`src/rtl/conv_pkg.sv`:
```
// Shared widths and lane helpers for the 3x3 convolution MAC.
// A window or weight beat is nine lanes, row-major, lane 0 in the low bits.
package conv_pkg;

  localparam int PIXELS_PER_WINDOW  = 9;
  localparam int CONV_PIXEL_WIDTH   = 8;
  localparam int CONV_WEIGHT_WIDTH  = 8;
  localparam int CONV_PRODUCT_WIDTH = CONV_PIXEL_WIDTH + CONV_WEIGHT_WIDTH;
  localparam int CONV_ACC_WIDTH     = 20;
  localparam int CONV_ID_WIDTH      = 3;
  localparam int CONV_STREAM_WIDTH  = PIXELS_PER_WINDOW * CONV_PIXEL_WIDTH;

  function automatic logic [CONV_PIXEL_WIDTH-1:0] pixel(
    input logic [CONV_STREAM_WIDTH-1:0] data,
    input int                           k
  );
    return data[k*CONV_PIXEL_WIDTH +: CONV_PIXEL_WIDTH];
  endfunction

  function automatic logic signed [CONV_WEIGHT_WIDTH-1:0] weight(
    input logic [CONV_STREAM_WIDTH-1:0] data,
    input int                           k
  );
    return data[k*CONV_WEIGHT_WIDTH +: CONV_WEIGHT_WIDTH];
  endfunction

endpackage

```
`src/rtl/conv_mul_lane.sv`:
```
// One registered unsigned-pixel x signed-weight multiplier lane.
// The product register only loads when a window is accepted.
module conv_mul_lane #(
  parameter int PIXEL_WIDTH   = 8,
  parameter int WEIGHT_WIDTH  = 8,
  parameter int PRODUCT_WIDTH = 16
) (
  input  logic                            clk,
  input  logic                            reset_n,
  input  logic                            en,
  input  logic        [PIXEL_WIDTH-1:0]   pix,
  input  logic signed [WEIGHT_WIDTH-1:0]  wgt,
  output logic signed [PRODUCT_WIDTH-1:0] product
);

  // Zero-extend the pixel so it multiplies as a non-negative signed value.
  logic signed [PIXEL_WIDTH+WEIGHT_WIDTH:0] full;

  assign full = $signed({1'b0, pix}) * wgt;

  always_ff @(posedge clk) begin
    if (!reset_n) begin
      product <= '0;
    end else if (en) begin
      product <= PRODUCT_WIDTH'(full);
    end
  end

endmodule

```
`src/rtl/conv3x3_mac.sv`:
```
// 3x3 window x weight-set multiply-accumulate: multiply, pairwise add, final sum.
// All three stages advance together under a single global stall.
module conv3x3_mac
  import conv_pkg::*;
#(
  parameter int STREAM_DATA_WIDTH = CONV_STREAM_WIDTH,
  parameter int PIXEL_WIDTH       = CONV_PIXEL_WIDTH,
  parameter int WEIGHT_WIDTH      = CONV_WEIGHT_WIDTH,
  parameter int ACC_WIDTH         = CONV_ACC_WIDTH,
  parameter int ID_WIDTH          = CONV_ID_WIDTH
) (
  input  logic                          clk,
  input  logic                          reset_n,
  input  logic                          weight_wr,
  input  logic [STREAM_DATA_WIDTH-1:0]  weight_data,
  output logic                          weights_loaded,
  input  logic [STREAM_DATA_WIDTH-1:0]  in_data,
  input  logic                          in_valid,
  output logic                          in_rdy,
  input  logic [ID_WIDTH-1:0]           in_id,
  output logic signed [ACC_WIDTH-1:0]   out_data,
  output logic                          out_valid,
  input  logic                          out_rdy,
  output logic [ID_WIDTH-1:0]           out_id
);

  localparam int PRODUCT_WIDTH = PIXEL_WIDTH + WEIGHT_WIDTH;

  logic [STREAM_DATA_WIDTH-1:0]     weight_set;
  logic                             advance;
  logic                             accept;
  logic                             s1_valid;
  logic                             s2_valid;
  logic [ID_WIDTH-1:0]              s1_id;
  logic [ID_WIDTH-1:0]              s2_id;
  logic signed [PRODUCT_WIDTH-1:0]  prod [PIXELS_PER_WINDOW];
  logic signed [ACC_WIDTH-1:0]      partial [5];

  assign advance = ~out_valid | out_rdy;
  assign in_rdy  = weights_loaded & advance & ~weight_wr;
  assign accept  = in_valid & in_rdy;

  // Products are formed with the weights live at acceptance, so a later
  // weight load never disturbs windows already in the pipe.
  for (genvar k = 0; k < PIXELS_PER_WINDOW; k++) begin : g_lane
    conv_mul_lane #(
      .PIXEL_WIDTH   (PIXEL_WIDTH),
      .WEIGHT_WIDTH  (WEIGHT_WIDTH),
      .PRODUCT_WIDTH (PRODUCT_WIDTH)
    ) u_lane (
      .clk     (clk),
      .reset_n (reset_n),
      .en      (accept),
      .pix     (pixel(in_data, k)),
      .wgt     (weight(weight_set, k)),
      .product (prod[k])
    );
  end

  always_ff @(posedge clk) begin
    if (!reset_n) begin
      weight_set     <= '0;
      weights_loaded <= 1'b0;
      s1_valid       <= 1'b0;
      s2_valid       <= 1'b0;
      out_valid      <= 1'b0;
      s1_id          <= '0;
      s2_id          <= '0;
      out_id         <= '0;
      out_data       <= '0;
      for (int i = 0; i < 5; i++) partial[i] <= '0;
    end else begin
      if (weight_wr) begin
        weight_set     <= weight_data;
        weights_loaded <= 1'b1;
      end
      if (advance) begin
        s1_valid  <= accept;
        s2_valid  <= s1_valid;
        out_valid <= s2_valid;
        if (accept) s1_id <= in_id;
        if (s1_valid) begin
          s2_id <= s1_id;
          for (int i = 0; i < 4; i++) begin
            partial[i] <= ACC_WIDTH'(prod[2*i]) + ACC_WIDTH'(prod[2*i+1]);
          end
          partial[4] <= ACC_WIDTH'(prod[8]);
        end
        // Result registers only load on a real window; bubbles leave them as-is.
        if (s2_valid) begin
          out_id   <= s2_id;
          out_data <= partial[0] + partial[1] + partial[2] + partial[3] + partial[4];
        end
      end
    end
  end

endmodule
```
`config.mk`:
```
export PLATFORM = sky130hd
export DESIGN_NAME = conv3x3_mac
export DESIGN_NICKNAME = d
export VERILOG_FILES = /design/src/rtl/conv_pkg.sv /design/src/rtl/conv_mul_lane.sv /design/src/rtl/conv3x3_mac.sv
export SDC_FILE = /design/constraint.sdc
export NUM_CORES = 2
export LEC_CHECK = 0
export BUFFER_PORTS_ARGS = -buffer_cell sky130_fd_sc_hd__buf_2
export CAP_MARGIN = 20
export CORE_MARGIN = 1.5
export CORE_UTILIZATION = 27
export CTS_BUF_LIST = sky130_fd_sc_hd__clkbuf_16
export DETAILED_ROUTE_END_ITERATION = 10
export PLACE_DENSITY = 0.42
export SLEW_MARGIN = 25
export SYNTH_ARGS = -nofsm -noshare
export SYNTH_HDL_FRONTEND = slang
export SYNTH_HIERARCHICAL = 1
export SYNTH_SLANG_ARGS = --single-unit
```
`constraint.sdc`:
```
create_clock -name clk -period 6.1 [get_ports clk]
set_input_delay 1.22 -clock clk [delete_from_list [all_inputs] [get_ports clk]]
set_output_delay 1.22 -clock clk [all_outputs]
set_load 0.005 [all_outputs]
```
# After elaboration in Yosys (flattened, before gate mapping)
# Memories as Yosys holds them, arrays and structs flattened.
# Cells that the tools add are included.
# Widths: inputs -> output; s select.
totals:
  reg_bits: 249
  ram_bits: 100
  inputBits: 152
  out_inout_bits: 26
  word_cells: 60
  n_memories: 1
memory_table:
  columns: ["memory", "depth", "word_bits", "rd", "rd_clocked_by_memory_dff", "write_ports", "line_no", "text"]
  rows:
  - ["partial", 5, 20, 5, 0, 5, "conv3x3_mac.sv:37", "logic signed [ACC_WIDTH-1:0] partial [5];"]
op_classes:
  add_sub_neg: 8
  mul: 9
  muxes: 10
  n_bitwise: 11
  reduce_logical: 3
op_table:
  columns: ["operator", "count"]
  rows:
  - ["$mul 9x8->16", 9]
  - ["$mux 20", 5]
  - ["$add 20x20->20", 4]
  - ["$add 16x16->17", 4]
  - ["$or 1x1->1", 6]
  - ["$reduce_and 2->1", 3]
  - ["$mux 1", 5]
  - ["$and 1x1->1", 3]
  - ["$not 1->1", 2]

# Longest topological paths before layout
logic_depth:
  ltp_word: 6
  depth_mapped: 18
  ltp_nobuf: 18

# Cells and area by module
# Netlist, hierarchy kept.
modules_own_cells:
  columns: ["mod", "n_inst", "cells_each", "area_each_um2", "seq_area_each_um2"]
  rows:
  - ["conv_mul_lane at g_lane[1].u_lane ...", 5, 301, 2688.8, 320.3]
  - ["conv3x3_mac", 1, 1251, 11970.2, 4624.4]
  - ["conv_mul_lane at g_lane[5].u_lane ...", 3, 304, 2672.6, 320.3]
  - ["conv_mul_lane at g_lane[0].u_lane", 1, 313, 2801.4, 320.3]

# Least setup slack after synthesis
# Ideal clock, no wire load.
synth_timing:
  kind: "input to register"
  startpoint: "input port in_data[0]"
  endpoint: "register g_lane[0].u_lane.product[12]"
  setup_time_ps: 122
  arrival_time_ps: 4804
  required_ps: 5978
  slack_ps: 1174
  path_stages: 14
  n_path_buf: 0
  cell_sequence: "nand2b_1 -> fa_1 -> fa_1 -> inv_1 -> fa_1 -> inv_1 -> fa_1 -> inv_1 -> ha_1 -> o21a_2 -> o31a_4 -> o2111ai_4 -> a21oi_1 -> a311o_1"
synth_via:
  elab_chain_len: 1
synth_lines:
  columns: ["item", "line_no", "text"]
  rows:
  - ["start, declared", "conv3x3_mac.sv:17", "input logic [STREAM_DATA_WIDTH-1:0] in_data,"]
  - ["$mul 9x8->16", "conv_mul_lane.sv:19", "assign full = $signed({1'b0, pix}) * wgt;"]
  - ["end signal, assigned", "conv_mul_lane.sv:25", "product <= PRODUCT_WIDTH'(full);"]
  - ["end, declared", "conv_mul_lane.sv:13", "output logic signed [PRODUCT_WIDTH-1:0] product"]
# No other way between the ends.
# A chain may end at the register's enable or synchronous reset.

# Worst setup path in the final report
layout_timing:
  startpoint: "input port in_data[45]"
  endpoint: "register g_lane[5].u_lane.product[15]"
layout_via:
  elab_chain_len: 1
layout_lines:
  columns: ["item", "line_no"]
  rows:
  - ["$mul 9x8->16", "conv_mul_lane.sv:19"]
  - ["end signal, assigned", "conv_mul_lane.sv:25"]
  - ["end, declared", "conv_mul_lane.sv:13"]
# No other way between the ends.

==> reports/metrics.yaml <==
clock_network:
  ctsResizeCount: 0
  postCtsSetupRepairBufs: 0
  clock_path_buffers: 3
  clkLatencyLatePin_ns: 0.61
  holdBufCountCts: 0
  htree_levels: 2
  clk_pin_slew_ns: 0.06
  root_buffer: "clkbuf_16"
  cts_buffers: 46
  clock-sinks: 333
  cts_tree: "built"
timing:
  fin_setup_tns_ns: 0
  period_minus_slack_ns: 4.72
  setup_viol: 0
  max_freq_ghz: 0.212
  rsz0062_at_grt: "false"
  fin_crit_sh_pct: 77.4
  tightest_slew_ns: 0.803
  maxSlewHeadroom_pct: 46.5
  finClkSkew_ns: 0.0256
  hold_violations: 0
  report.final.slew_viol_count: 0
worst_setup_path:
  path_cells: "buf_2, nand2_1, fa_1, fa_1, inv_1, fa_1, inv_1, fa_1, inv_1, ha_1, o21ai_0, o21bai_1, o21ai_2, nor3_1, or4_1, a311oi_1"
  start_kind: "input port"
  crit_fanout: 8
  crit_required_ns: 6.62
  crit_top_cell: "fa_1"
  worstSetupPathType: "input port to register"
  cp_slowest_cell: "fa_1"
  slowest_delay_ns: 0.56
  r2r_end: "g_lane[5].u_lane/product[15]"
  reg2reg_depth: 15
  r2r_setup_slack_ns: 1.48
  crit_path_end_kind: "register"
  reg2reg_from: "weight_set[47]"
  crit_arrival_ns: 5.24
floorplanning:
  fp-row-count: 134
  pin_count: 178
  die_h_um: 369
  start_util_pct: 27.2
  die_x_um: 369
  die_area_sq_um: 136000
  core_area_sq_um: 133000
synth:
  avgSynthCellArea_sq_um: 9.10
  ys_seq_area_share_pct: 20.7
  ys.flop_type: "dfxtp_1"
  synth.most_common_cell: "inv_1"
  yosysWarnings: 6
  synth_cell_types: 80
  synth.top_cells.by_area: "fa_1, ha_1, dfxtp_1, edfxtp_1, inv_1"
  netlist_area_sq_um: 36200
  synth_top_area_cell: "fa_1"
  syn_nets: 4967
  ys_ff_latch: 333
  synthCells: 3981
  synth-async-reset-ratio_pct: 0
  synth-edff-count: 84
  yosys-top-cells-count: "inv_1, ha_1, and2_1"
  yosysTopAreaCellShare_pct: 21.5
place:
  hpwl_um: 76500
  portBuffers: 177
  post_dp_cell_area_sq_um: 39200
  gp_congestion: 0.803
power:
  powerDensity_nw_per_um2: 196
  ir_drop_mv: 0.178
  leakage_nw: 19.4
  finalPower_mw: 8.00
layout:
  fill_cells: 14160
  area_delta_synth_final_pct: 12.7
  drive_above_1_share_pct: 8.10
  fin_nets: 5133
  final_area_sq_um: 40800
route:
  drc_errors: 0
  first_pass_iters: 4
  wl_per_cell_um: 16.0
  routed_via_density: 4.42
  routed_wl_um: 95000
  drt_iter0_drc: 988
  vias: 26326
  detail-route-antenna-nets: 0
min_path:
  hold_class: "register to register"
  hold_end: "out_data[0]"
  hp-start: "out_data[0]"
  hold_depth: 2
global_route:
  grt_pass1_wl_um: 154000
  antenna_found_initial: 5
  grt_pass1_vias: 27278
  overflow: 0
  grt_max_degree: 94
  grt_usage_pct: 14.2
run_status:
  status: "finished clean"
flow_run:
  maxCapViolCount: 0
registers in the layout, summed over array words and instances (netlist names):
register,cells
s1_id,3
partial,84
g_lane.u_lane/product,144
weight_set,72
out_valid,1
s2_valid,1
out_data,20
out_id,3
weights_loaded,1
s1_valid,1
s2_id,3
placed cells by master (no fill, tap or decap), drive strengths merged, types with 131 or more instances in the layout:
cell type,instances
buf,192
o21ai,131
and2,395
a21oi,150
ha,444
inv,678
nor2,309
nand2,272
fa,390
mux2i,134
dfxtp,249
power breakdown:
group,switching (mW),leakage (nW),internal (mW),total [mW]
sequential,0.122,2.90,2.35,2.48
combinational,1.48,15.7,1.08,2.57
clock,1.14,0.822,1.82,2.96
total,2.74,19.4,5.26,8.00
cell families (layout without fill, tap and decap cells):
family	count (synthesis)	count (layout)	share of synthesized area, %
fa+ha+maj	834	834	36.9
mux	135	135	3.73
compound gates	565	565	10.6
other cells	0	2	0
xor+xnor	116	116	2.80
simple gates	1258	1258	17.5
flops	333	333	20.7
buf+inv	740	943	7.70
area by class of cell:
cell class,instances,area (sq um),share of cell area (%)
Antenna cell,2,5.00,0.0123
Clock buffer,47,1180,2.88
Clock inverter,38,450,1.10
Inverter,666,2510,6.14
Multi-Input combinational cell,2908,25900,63.5
Sequential cell,333,7510,18.4
Tap cell,1768,2210,5.42
Timing Repair Buffer,192,1030,2.53
worst max path at each step:
stage | to | slack, ns | startpoint
after detailed placement | g_lane[6].u_lane/product[15] | 0.79 | in_data[53]
after global placement | g_lane[6].u_lane/product[15] | 0.78 | in_data[53]
after floorplan | g_lane[0].u_lane/product[12] | 1.17 | in_data[0]
after global routing | g_lane[5].u_lane/product[15] | 1.14 | in_data[45]
after CTS | g_lane[5].u_lane/product[15] | 1.41 | in_data[45]
final | g_lane[5].u_lane/product[15] | 1.38 | in_data[45]
worst max-delay path, delay by kind of cell:
family,cells,cell delay (ns)
buffers and inverters,4,0.29
and+or+nand+nor,3,0.65
adders and majority gates,5,2.35
AOI/OAI and AO/OA,4,0.72
through the flow:
step                cells  hold slack [ns]  util (%)  setup WS [ns]
floorplan            3981            0.432         -           1.17
global placement     5867            0.439      29.4          0.776
detailed placement   5867            0.446      29.4          0.786
CTS                  5952            0.453      30.6           1.41
global route         5954            0.463      30.6           1.14
finish               5954            0.451      30.6           1.38
metal layers:
layer | up-vias | global-route usage (%) | share of wire, %
met5 | - | 0 | 0.028
met1 | 12718 | 19.9 | 50
met3 | 63 | 1.55 | 2.2
met4 | 4 | 2.90 | 1.5
met2 | 185 | 23.5 | 46
li1 | 13356 | - | -
Note: power is estimated with default switching activity, not from simulation.
